===== src/rtl/wishbone_reg_arbiter.sv =====
`default_nettype none
// ============================================================================
// Module      : wishbone_reg_arbiter
// Description : Two-master, NUM_SLAVES-slave Wishbone interconnect with
//               round-robin arbitration, byte-address slave decode, a
//               post-ACK release phase that keeps slave STB low, and a bus
//               watchdog raising ERR on decode miss or missing slave ACK.
// Revision    : 1.0 - initial release
// ============================================================================
module wishbone_reg_arbiter #(
    parameter int NUM_SLAVES     = 4,
    parameter int ADDR_WIDTH     = 6,
    parameter int TIMEOUT_CYCLES = 15
) (
    input  logic                      in_clock,
    input  logic                      in_reset,
    input  logic                      in_m0_cyc,
    input  logic                      in_m0_stb,
    input  logic                      in_m0_we,
    input  logic [3:0]                in_m0_sel,
    input  logic [ADDR_WIDTH-1:0]     in_m0_adr,
    input  logic [31:0]               in_m0_dat,
    output logic                      out_m0_ack,
    output logic                      out_m0_err,
    output logic [31:0]               out_m0_dat,
    input  logic                      in_m1_cyc,
    input  logic                      in_m1_stb,
    input  logic                      in_m1_we,
    input  logic [3:0]                in_m1_sel,
    input  logic [ADDR_WIDTH-1:0]     in_m1_adr,
    input  logic [31:0]               in_m1_dat,
    output logic                      out_m1_ack,
    output logic                      out_m1_err,
    output logic [31:0]               out_m1_dat,
    output logic [NUM_SLAVES-1:0]     out_s_cyc,
    output logic [NUM_SLAVES-1:0]     out_s_stb,
    output logic                      out_s_we,
    output logic [3:0]                out_s_sel,
    output logic [31:0]               out_s_dat,
    input  logic [NUM_SLAVES-1:0]     in_s_ack,
    input  logic [32*NUM_SLAVES-1:0]  in_s_dat,
    output logic [1:0]                out_grant
);

    localparam int         c_IDX_W   = ADDR_WIDTH - 2;
    localparam logic [7:0] c_TIMEOUT = 8'(TIMEOUT_CYCLES);

    typedef enum logic [1:0] {
        ST_IDLE    = 2'd0,
        ST_BUSY    = 2'd1,
        ST_RELEASE = 2'd2
    } state_t;

    state_t               r_state, w_state_next;
    logic [1:0]           r_grant, w_grant_next;       // one-hot {m1, m0}
    logic [c_IDX_W-1:0]   r_index, w_index_next;       // decoded slave index
    logic                 r_last_grant, w_last_grant_next; // 1: m1 served last
    logic [7:0]           r_count, w_count_next;       // BUSY cycles without ACK

    logic                 w_req0, w_req1, w_pick_m1;
    logic                 w_g_cyc, w_g_stb, w_g_we;
    logic [3:0]           w_g_sel;
    logic [31:0]          w_g_dat;
    logic [31:0]          w_index_ext;
    logic                 w_hit;
    logic [NUM_SLAVES-1:0] w_slave_onehot;
    logic                 w_slave_ack;
    logic [31:0]          w_slave_dat;
    logic                 w_ack, w_err;
    logic [31:0]          w_rdat;
    logic                 w_unused_adr_lsbs;

    // Byte-lane bits of the address never take part in slave decode.
    assign w_unused_adr_lsbs = ^{in_m0_adr[1:0], in_m1_adr[1:0]};

    assign w_req0    = in_m0_cyc & in_m0_stb;
    assign w_req1    = in_m1_cyc & in_m1_stb;
    // On a tie the master that was not served last wins.
    assign w_pick_m1 = w_req1 & (~w_req0 | ~r_last_grant);

    // Signals of whichever master currently holds the grant.
    assign w_g_cyc = r_grant[1] ? in_m1_cyc : in_m0_cyc;
    assign w_g_stb = r_grant[1] ? in_m1_stb : in_m0_stb;
    assign w_g_we  = r_grant[1] ? in_m1_we  : in_m0_we;
    assign w_g_sel = r_grant[1] ? in_m1_sel : in_m0_sel;
    assign w_g_dat = r_grant[1] ? in_m1_dat : in_m0_dat;

    assign w_index_ext = 32'(r_index);
    assign w_hit       = (w_index_ext < 32'(NUM_SLAVES));

    // Decode the latched index into a one-hot slave select and pick its ack/data.
    always_comb begin
        w_slave_onehot = '0;
        w_slave_ack    = 1'b0;
        w_slave_dat    = '0;
        for (int k = 0; k < NUM_SLAVES; k++) begin
            if (w_index_ext == 32'(k)) begin
                w_slave_onehot[k] = 1'b1;
                w_slave_ack       = in_s_ack[k];
                w_slave_dat       = in_s_dat[32*k +: 32];
            end
        end
    end

    // State register and transaction bookkeeping.
    always_ff @(posedge in_clock or posedge in_reset) begin
        if (in_reset) begin
            r_state      <= ST_IDLE;
            r_grant      <= 2'b00;
            r_index      <= '0;
            r_last_grant <= 1'b1;
            r_count      <= 8'd0;
        end else begin
            r_state      <= w_state_next;
            r_grant      <= w_grant_next;
            r_index      <= w_index_next;
            r_last_grant <= w_last_grant_next;
            r_count      <= w_count_next;
        end
    end

    // Next-state logic and bus steering.
    always_comb begin
        w_state_next      = r_state;
        w_grant_next      = r_grant;
        w_index_next      = r_index;
        w_last_grant_next = r_last_grant;
        w_count_next      = r_count;
        out_s_cyc         = '0;
        out_s_stb         = '0;
        out_s_we          = 1'b0;
        out_s_sel         = 4'h0;
        out_s_dat         = 32'h0;
        w_ack             = 1'b0;
        w_err             = 1'b0;
        w_rdat            = 32'h0;

        case (r_state)
            ST_IDLE: begin
                if (w_req0 | w_req1) begin
                    w_grant_next = w_pick_m1 ? 2'b10 : 2'b01;
                    w_index_next = w_pick_m1 ? in_m1_adr[ADDR_WIDTH-1:2]
                                             : in_m0_adr[ADDR_WIDTH-1:2];
                    w_count_next = 8'd0;
                    w_state_next = ST_BUSY;
                end
            end

            ST_BUSY: begin
                if (!w_g_cyc) begin
                    // Master abandoned the cycle: drop the slave silently.
                    w_grant_next      = 2'b00;
                    w_last_grant_next = r_grant[1];
                    w_state_next      = ST_IDLE;
                end else if (!w_hit) begin
                    w_err             = 1'b1;
                    w_last_grant_next = r_grant[1];
                    w_state_next      = ST_RELEASE;
                end else begin
                    out_s_cyc = w_slave_onehot;
                    out_s_stb = w_slave_onehot;
                    out_s_we  = w_g_we;
                    out_s_sel = w_g_sel;
                    out_s_dat = w_g_dat;
                    if (w_slave_ack) begin
                        w_ack             = 1'b1;
                        w_rdat            = w_g_we ? 32'h0 : w_slave_dat;
                        w_last_grant_next = r_grant[1];
                        w_state_next      = ST_RELEASE;
                    end else if (r_count == c_TIMEOUT) begin
                        w_err             = 1'b1;
                        w_last_grant_next = r_grant[1];
                        w_state_next      = ST_RELEASE;
                    end else begin
                        w_count_next = r_count + 8'd1;
                    end
                end
            end

            ST_RELEASE: begin
                // STB stays low so a single-cycle-ack slave is not re-triggered.
                out_s_cyc = w_g_cyc ? w_slave_onehot : '0;
                if (!w_g_stb || !w_g_cyc) begin
                    w_grant_next = 2'b00;
                    w_state_next = ST_IDLE;
                end
            end

            default: begin
                w_grant_next = 2'b00;
                w_state_next = ST_IDLE;
            end
        endcase
    end

    assign out_m0_ack = w_ack & r_grant[0];
    assign out_m0_err = w_err & r_grant[0];
    assign out_m0_dat = r_grant[0] ? w_rdat : 32'h0;
    assign out_m1_ack = w_ack & r_grant[1];
    assign out_m1_err = w_err & r_grant[1];
    assign out_m1_dat = r_grant[1] ? w_rdat : 32'h0;
    assign out_grant  = r_grant;

endmodule
`default_nettype wire


===== config.mk =====
export PLATFORM = sky130hd
export DESIGN_NAME = wishbone_reg_arbiter
export DESIGN_NICKNAME = d
export VERILOG_FILES = /design/src/rtl/wishbone_reg_arbiter.sv
export SDC_FILE = /design/constraint.sdc
export NUM_CORES = 1
export LEC_CHECK = 0
export CORE_AREA = 2 2 132 134
export DETAILED_ROUTE_END_ITERATION = 8
export DIE_AREA = 0 0 134 136
export GPL_TIMING_DRIVEN = 0
export PLACE_DENSITY = 0.58
export SYNTH_ARGS = -nofsm -noshare
export SYNTH_HDL_FRONTEND = slang
export SYNTH_SLANG_ARGS = --single-unit

===== constraint.sdc =====
create_clock -name in_clock -period 2.5 [get_ports in_clock]
set_input_delay 0.375 -clock in_clock [delete_from_list [all_inputs] [get_ports in_clock]]
set_output_delay 0.375 -clock in_clock [all_outputs]
set_load 0.03 [all_outputs]

# Word level (Yosys, flattened, before mapping)

Index checks and enable logic that the tools add are counted.

Bits in registers: 17
Memories: 0
Bits in latches: 0
Bits of input ports: 224
RAM bits: 0
Memory bits (read-only): 0

Div/mod/pow operators: 0
$mul: 0
Shift-type cells: 0
Mux-type cells: 69
Add/sub/neg operators: 1
Bitwise operators: 11
Reduce and logical (&&, ||, !) cells: 11
Eq/ne operators: 15
$lt $le $gt $ge: 1

Operators with widths:

| cell                  | count |
|---|---|
| $mux W32              | 15 |
| $mux W8               | 5 |
| $mux W4               | 9 |
| $logic_not A32 Y1     | 1 |
| $mux W1               | 27 |
| $mux W2               | 9 |
| $pmux W8 S2           | 1 |
| $ne A2 B2 Y1 const B  | 7 |
| $pmux W2 S3           | 2 |
| $add A8 B1 Y8 const B | 1 |
| $eq A4 B2 Y1 const B  | 2 |
| $eq A8 B4 Y1 const B  | 1 |
| $pmux W4 S2           | 1 |
| $and A1 B1 Y1         | 7 |
| $reduce_and A3 Y1     | 2 |
| $reduce_and A6 Y1     | 1 |
| $ne A5 B5 Y1 const B  | 1 |
| $eq A4 B1 Y1 const B  | 1 |
| $lt A4 B3 Y1 const B  | 1 |
| $ne A4 B2 Y1 const B  | 1 |
| $reduce_and A2 Y1     | 2 |
| $eq A2 B1 Y1 const B  | 1 |
| $eq A2 B2 Y1 const B  | 1 |
| $logic_not A1 Y1      | 2 |
| other kinds (5)       | 7 |

# Logic depth before layout (Yosys ltp)

Depth in word-level cells: 11
Mapped depth: 8

# Least setup slack after synthesis

No wires, ideal clock.

Kind: register to output
Start point: register r_grant[1] (netlist: out_grant[1])
End point: output port out_m1_err
Data arrival time: 2.246 ns
Setup slack: -0.121 ns
Buffers on the path: 3
Stages on the path, launching flop included: 6
Path through: dfrtp_1 > buf_2 > buf_2 > buf_1 > inv_1 > nor3_1

Word-level cells in the longest chain between the ends: 4

RTL lines:

| element                  | line | source |
|---|---|---|
| start: declaration       | 55   | `logic [1:0] r_grant, w_grant_next;` |
| start signal: assignment | 115  | `r_grant <= w_grant_next;` |
| $mux W1                  | 82   | `assign w_g_cyc = r_grant[1] ? in_m1_cyc : in_m0_cyc;` |
| $mux W1                  | 150  | `if (!w_g_cyc) begin` |
| $mux W1                  | 138  | `case (r_state)` |
| $and A1 B1 Y1 *          | 200  | `assign out_m1_err = w_err & r_grant[1];` |
| end: declaration         | 33   | `output logic out_m1_err,` |

Mark *: on every way between the ends. The rest lies on a longest branch, timed or not.

# Worst setup path in the final report

Start point: register r_index[2]
End point: output port out_m0_dat[3]

Word-level cells in the longest chain between the ends: 11

RTL lines:

| element                  | line | source |
|---|---|---|
| start: declaration       | 56   | `logic [c_IDX_W-1:0] r_index, w_index_next;` |
| start signal: assignment | 116  | `r_index <= w_index_next;` |
| $logic_not A32 Y1        | 97   | `if (w_index_ext == 32'(k)) begin` |
| $mux W32 (4 in series)   | 97   |  |
| $mux W32                 | 167  | `w_rdat = w_g_we ? 32'h0 : w_slave_dat;` |
| $mux W32                 | 165  | `if (w_slave_ack) begin` |
| $mux W32 *               | 155  | `end else if (!w_hit) begin` |
| $mux W32 *               | 150  |  |
| $mux W32 *               | 138  |  |
| $mux W32 *               | 198  | `assign out_m0_dat = r_grant[0] ? w_rdat : 32'h0;` |
| end: declaration         | 25   | `output logic [31:0] out_m0_dat,` |

Marked as above.

==> impl_metrics.prom <==
# TYPE chip_impl_metric gauge
chip_impl_metric{name="totalWireLength",unit="mm"} 19.97
chip_impl_metric{name="finalSetupViolations",unit=""} 52
chip_impl_metric{name="max_cap_violations",unit=""} 0
chip_impl_metric{name="dpl-instance-area",unit="µm²"} 6783
chip_impl_metric{name="design.core.area",unit="µm²"} 16880
chip_impl_metric{name="drt_iter0_drc",unit=""} 269
chip_impl_info{name="synth_top_flop_cell",value="sky130_fd_sc_hd__dfrtp_1"} 1
chip_impl_metric{name="hold_viol_final",unit=""} 0
chip_impl_metric{name="synth_enable_flop_cells",unit=""} 0
chip_impl_metric{name="vias",unit=""} 4962
chip_impl_metric{name="antenna_left",unit=""} 0
chip_impl_metric{name="numPortBuffers",unit=""} 334
chip_impl_metric{name="fin_skew",unit="ps"} 7.264
chip_impl_metric{name="design_power_total",unit="mW"} 5.274
chip_impl_metric{name="fin_ws",unit="ps"} -114.3
chip_impl_metric{name="cts.sink_count",unit=""} 17
chip_impl_metric{name="grt_first_pass_wirelength",unit="mm"} 27.61
chip_impl_metric{name="synth_compound_area_share",unit="%"} 20.79
chip_impl_metric{name="core.rowCount",unit=""} 48
chip_impl_metric{name="ir_worst_vdd",unit="µV"} 394.5
chip_impl_metric{name="final_period_minus_worst_setup_slack",unit="ps"} 2614
chip_impl_metric{name="reg2reg_setup_slack",unit="ps"} 400
chip_impl_info{name="violated_checks",value="negative setup slack"} 1
chip_impl_metric{name="final_cell_count_no_fill",unit=""} 1055
chip_impl_metric{name="preCtsSetupSlack",unit="ps"} -1052
chip_impl_metric{name="worst-endpoint-arrival",unit="ps"} 2240
chip_impl_metric{name="maxClockFrequency",unit="MHz"} 382.5
chip_impl_metric{name="worstPathRequired",unit="ps"} 2120
chip_impl_info{name="post_synth_main_area_contributors",value="sky130_fd_sc_hd__mux2i_1, sky130_fd_sc_hd__nor2_1, sky130_fd_sc_hd__dfrtp_1, sky130_fd_sc_hd__o211ai_1, sky130_fd_sc_hd__mux2_2"} 1
chip_impl_metric{name="n_antenna_cell",unit=""} 0
chip_impl_metric{name="fillerInstances",unit=""} 1648
chip_impl_metric{name="grt_antenna_before_repair",unit=""} 0
chip_impl_metric{name="postSynthAreaPerCell",unit="µm²"} 7.150
chip_impl_metric{name="syn-num-nets",unit=""} 669
chip_impl_info{name="synth_most_common_cell",value="sky130_fd_sc_hd__nor2_1"} 1
chip_impl_info{name="endpoint_kind_of_the_worst_setup_timing_path",value="primary output"} 1
chip_impl_metric{name="slew_headroom",unit="%"} 30.81
chip_impl_info{name="setup.worst_path.class",value="reg2out"} 1
chip_impl_metric{name="cts_inserted_buffers",unit=""} 3
chip_impl_metric{name="h-tree-depth",unit=""} 1
chip_impl_metric{name="yosysTopAreaCellShare",unit="%"} 24.13
chip_impl_metric{name="grt_remaining_overflow",unit=""} 0
chip_impl_metric{name="fin_setup_tns",unit="ps"} -1830
chip_impl_metric{name="worst_pin_slew",unit="ps"} 1033
chip_impl_metric{name="dr.pass1.iters",unit=""} 5
chip_impl_metric{name="drive_above_1_share",unit="%"} 37.11
chip_impl_metric{name="effective_utilization_at_floorplan",unit="%"} 18.68
chip_impl_metric{name="place.detailed.instances",unit=""} 1000
chip_impl_metric{name="post_synth_fa_ha_maj_area_fraction",unit="%"} 1.587
chip_impl_metric{name="post_synth_mux_area_share",unit="%"} 33.21
chip_impl_metric{name="share_of_the_clock_period_used_by_the_worst_path",unit="%"} 104.6
chip_impl_metric{name="synthesis.instances",unit=""} 441
chip_impl_metric{name="synth-seq-area-share",unit="%"} 13.53
chip_impl_metric{name="power.density",unit="nW/µm²"} 645.8
chip_impl_metric{name="postSynth.asyncResetShare",unit="%"} 100.0
chip_impl_info{name="ys_top_cells_by_count",value="sky130_fd_sc_hd__nor2_1, sky130_fd_sc_hd__mux2i_1, sky130_fd_sc_hd__o211ai_1, sky130_fd_sc_hd__nand2_1, sky130_fd_sc_hd__mux2_2"} 1
chip_impl_metric{name="via_per_inst",unit=""} 4.703
chip_impl_metric{name="floorplan.die_area",unit="µm²"} 18220
chip_impl_info{name="tritoncts",value="done"} 1
chip_impl_metric{name="clkLatencyLatePin",unit="ps"} 260
chip_impl_metric{name="synth-simple-area-share",unit="%"} 24.29
chip_impl_metric{name="gp_congestion",unit=""} 0.8146
chip_impl_metric{name="drcViolationCount",unit=""} 0
chip_impl_info{name="setup_repair_after_global_routing_missed_its_margin",value="true"} 1
chip_impl_metric{name="layout-area-overhead-vs-synth",unit="%"} 159.0
chip_impl_info{name="outcome",value="complete, but fails checks"} 1
chip_impl_metric{name="die_h",unit="µm"} 136
chip_impl_metric{name="ys.warnings.count",unit=""} 0
chip_impl_metric{name="gr-usage-all-layers",unit="%"} 19.53
chip_impl_metric{name="clk_path_buf_depth",unit=""} 2
chip_impl_info{name="timing.critical_path.from_type",value="flop"} 1
chip_impl_metric{name="fin_worst_hold_slack",unit="ps"} 525.1
chip_impl_metric{name="final_core_area_utilization",unit="%"} 48.40
chip_impl_metric{name="synth.cell_area",unit="µm²"} 3153
chip_impl_metric{name="grt_pass1_vias",unit=""} 4789
chip_impl_info{name="hp-class",value="reg2reg"} 1
chip_impl_metric{name="slew_viol_final",unit=""} 0
chip_impl_metric{name="post-dp-hpwl",unit="mm"} 15.44
chip_impl_metric{name="critical_path.max_fanout",unit=""} 5
chip_impl_metric{name="final_nets",unit=""} 1059
chip_impl_metric{name="yosys_register_bits",unit=""} 17
chip_impl_metric{name="routed_wire_length_per_instance",unit="µm"} 18.93
chip_impl_metric{name="synth.distinct_cells",unit=""} 50
chip_impl_info{name="clock-root-buffer",value="sky130_fd_sc_hd__clkbuf_16"} 1
chip_impl_metric{name="power.static_leakage",unit="nW"} 3.193
chip_impl_metric{name="postLayoutCellArea",unit="µm²"} 8168
chip_impl_metric{name="grt_start_max_net_pins",unit=""} 18
chip_impl_metric{name="clock_slew_seen_by_the_registers_of_the_worst_setup_and_hold_paths",unit="ps"} 50
chip_impl_metric{name="io_pins",unit=""} 339
chip_impl_info{name="synth_top_cell_by_area",value="sky130_fd_sc_hd__mux2i_1"} 1
chip_impl_info{name="synth_top_family_by_area",value="multiplexers"} 1
chip_impl_metric{name="dieWidth",unit="µm"} 134
chip_impl_metric{name="synth_xor_xnor_area_share",unit="%"} 0
## logic make-up after synthesis
family,Yosys count
flip-flops,17
buffers and inverters,47
AND/OR/NAND/NOR,182
AO/OA/AOI/OAI,90
adder cells (fa/ha/maj),4
multiplexers,101
## sequential cells by signal, summed over array words and instances, names as in the netlist
register      count
r_index           4
r_state           2
out_grant         2
r_count           8
r_last_grant      1
## worst paths after layout
kind / startpoint / cells past startpoint / to
min in group asynchronous: in_reset / 2 / r_count[0]
max in group asynchronous: in_reset / 2 / r_index[2]
worst min register to register: r_count[7] / 1 / r_count[7]
worst max register to register: r_count[0] / 5 / r_last_grant
worst max-delay path: r_index[2] / 9 / out_m0_dat[3]
worst min-delay path: r_count[7] / 1 / r_count[7]
## timing repair
item / CTS / global route
cloned: 1 / 5
setup buffers: 37 / 10
hold buffers: 0 / 0
gates resized for setup: 706 / 243
hold endpoints to repair: 0 / 0
pin swaps: 12 / 40
endpoints found under the setup margin: 113 / 105
## power by group
part / internal [mW] / switching, mW
Sequential: 0.369 / 0.0942
Combinational: 2.06 / 2.42
Clock: 0.217 / 0.118
## routing by layer
metal,up-vias,wire (µm),GRT usage (%)
met5,-,0,0
met4,0,143,1.950
met3,13,1557,3.915
met2,246,10850,38.26
met1,2323,7420,22.43
li1,2380,-,-
## critical path, stage by stage (launching register included)
cell	delay, ps
sky130_fd_sc_hd__dfrtp_2	430
sky130_fd_sc_hd__or3b_1	390
sky130_fd_sc_hd__buf_6	140
sky130_fd_sc_hd__o22ai_4	250
sky130_fd_sc_hd__nand3_4	140
sky130_fd_sc_hd__buf_12	160
sky130_fd_sc_hd__buf_12	130
sky130_fd_sc_hd__buf_6	110
sky130_fd_sc_hd__nor2_4	90
sky130_fd_sc_hd__buf_6	140
## layout make-up
class	count	area, µm²	area share (%)
Clock buffer	4	78.83	0.9651
Tap cell	225	281.5	3.447
Multi-Input combinational cell	377	3103	37.99
Timing Repair Buffer	387	3865	47.32
Inverter	8	33.78	0.4136
Buffer	37	377.9	4.626
Sequential cell	17	427.9	5.239
## placed cells by master (no fill, tap or decap), types with 3 or more instances in the layout
cell type                         netlist  layout
sky130_fd_sc_hd__clkdlybuf4s50_1        0     220
sky130_fd_sc_hd__buf_6                  0      79
sky130_fd_sc_hd__mux2i_1               76      74
sky130_fd_sc_hd__buf_4                  2      59
sky130_fd_sc_hd__nor2_4                 0      59
sky130_fd_sc_hd__nor2_1               119      55
sky130_fd_sc_hd__o211ai_1              34      34
sky130_fd_sc_hd__nand2_1               29      28
sky130_fd_sc_hd__buf_2                 19      22
sky130_fd_sc_hd__mux2_2                21      21
sky130_fd_sc_hd__dfrtp_1               16      15
sky130_fd_sc_hd__buf_12                 0      11
sky130_fd_sc_hd__a31oi_1               10      10
sky130_fd_sc_hd__o22ai_1               14       9
sky130_fd_sc_hd__clkbuf_4               0       8
sky130_fd_sc_hd__nor3_1                10       8
sky130_fd_sc_hd__clkbuf_16              0       8
sky130_fd_sc_hd__o21ai_0                7       7
sky130_fd_sc_hd__clkbuf_1              13       5
sky130_fd_sc_hd__o22ai_2                0       5
sky130_fd_sc_hd__nor2_2                 0       5
sky130_fd_sc_hd__dlygate4sd2_1          0       5
sky130_fd_sc_hd__nand3_1                4       4
sky130_fd_sc_hd__a21o_1                 4       4
sky130_fd_sc_hd__inv_1                  6       4
sky130_fd_sc_hd__clkbuf_2               0       4
sky130_fd_sc_hd__ha_1                   4       4
sky130_fd_sc_hd__mux2i_4                0       3
sky130_fd_sc_hd__inv_2                  2       3
sky130_fd_sc_hd__nor2b_1                3       3
Note: power is estimated with default switching activity, not from simulation.
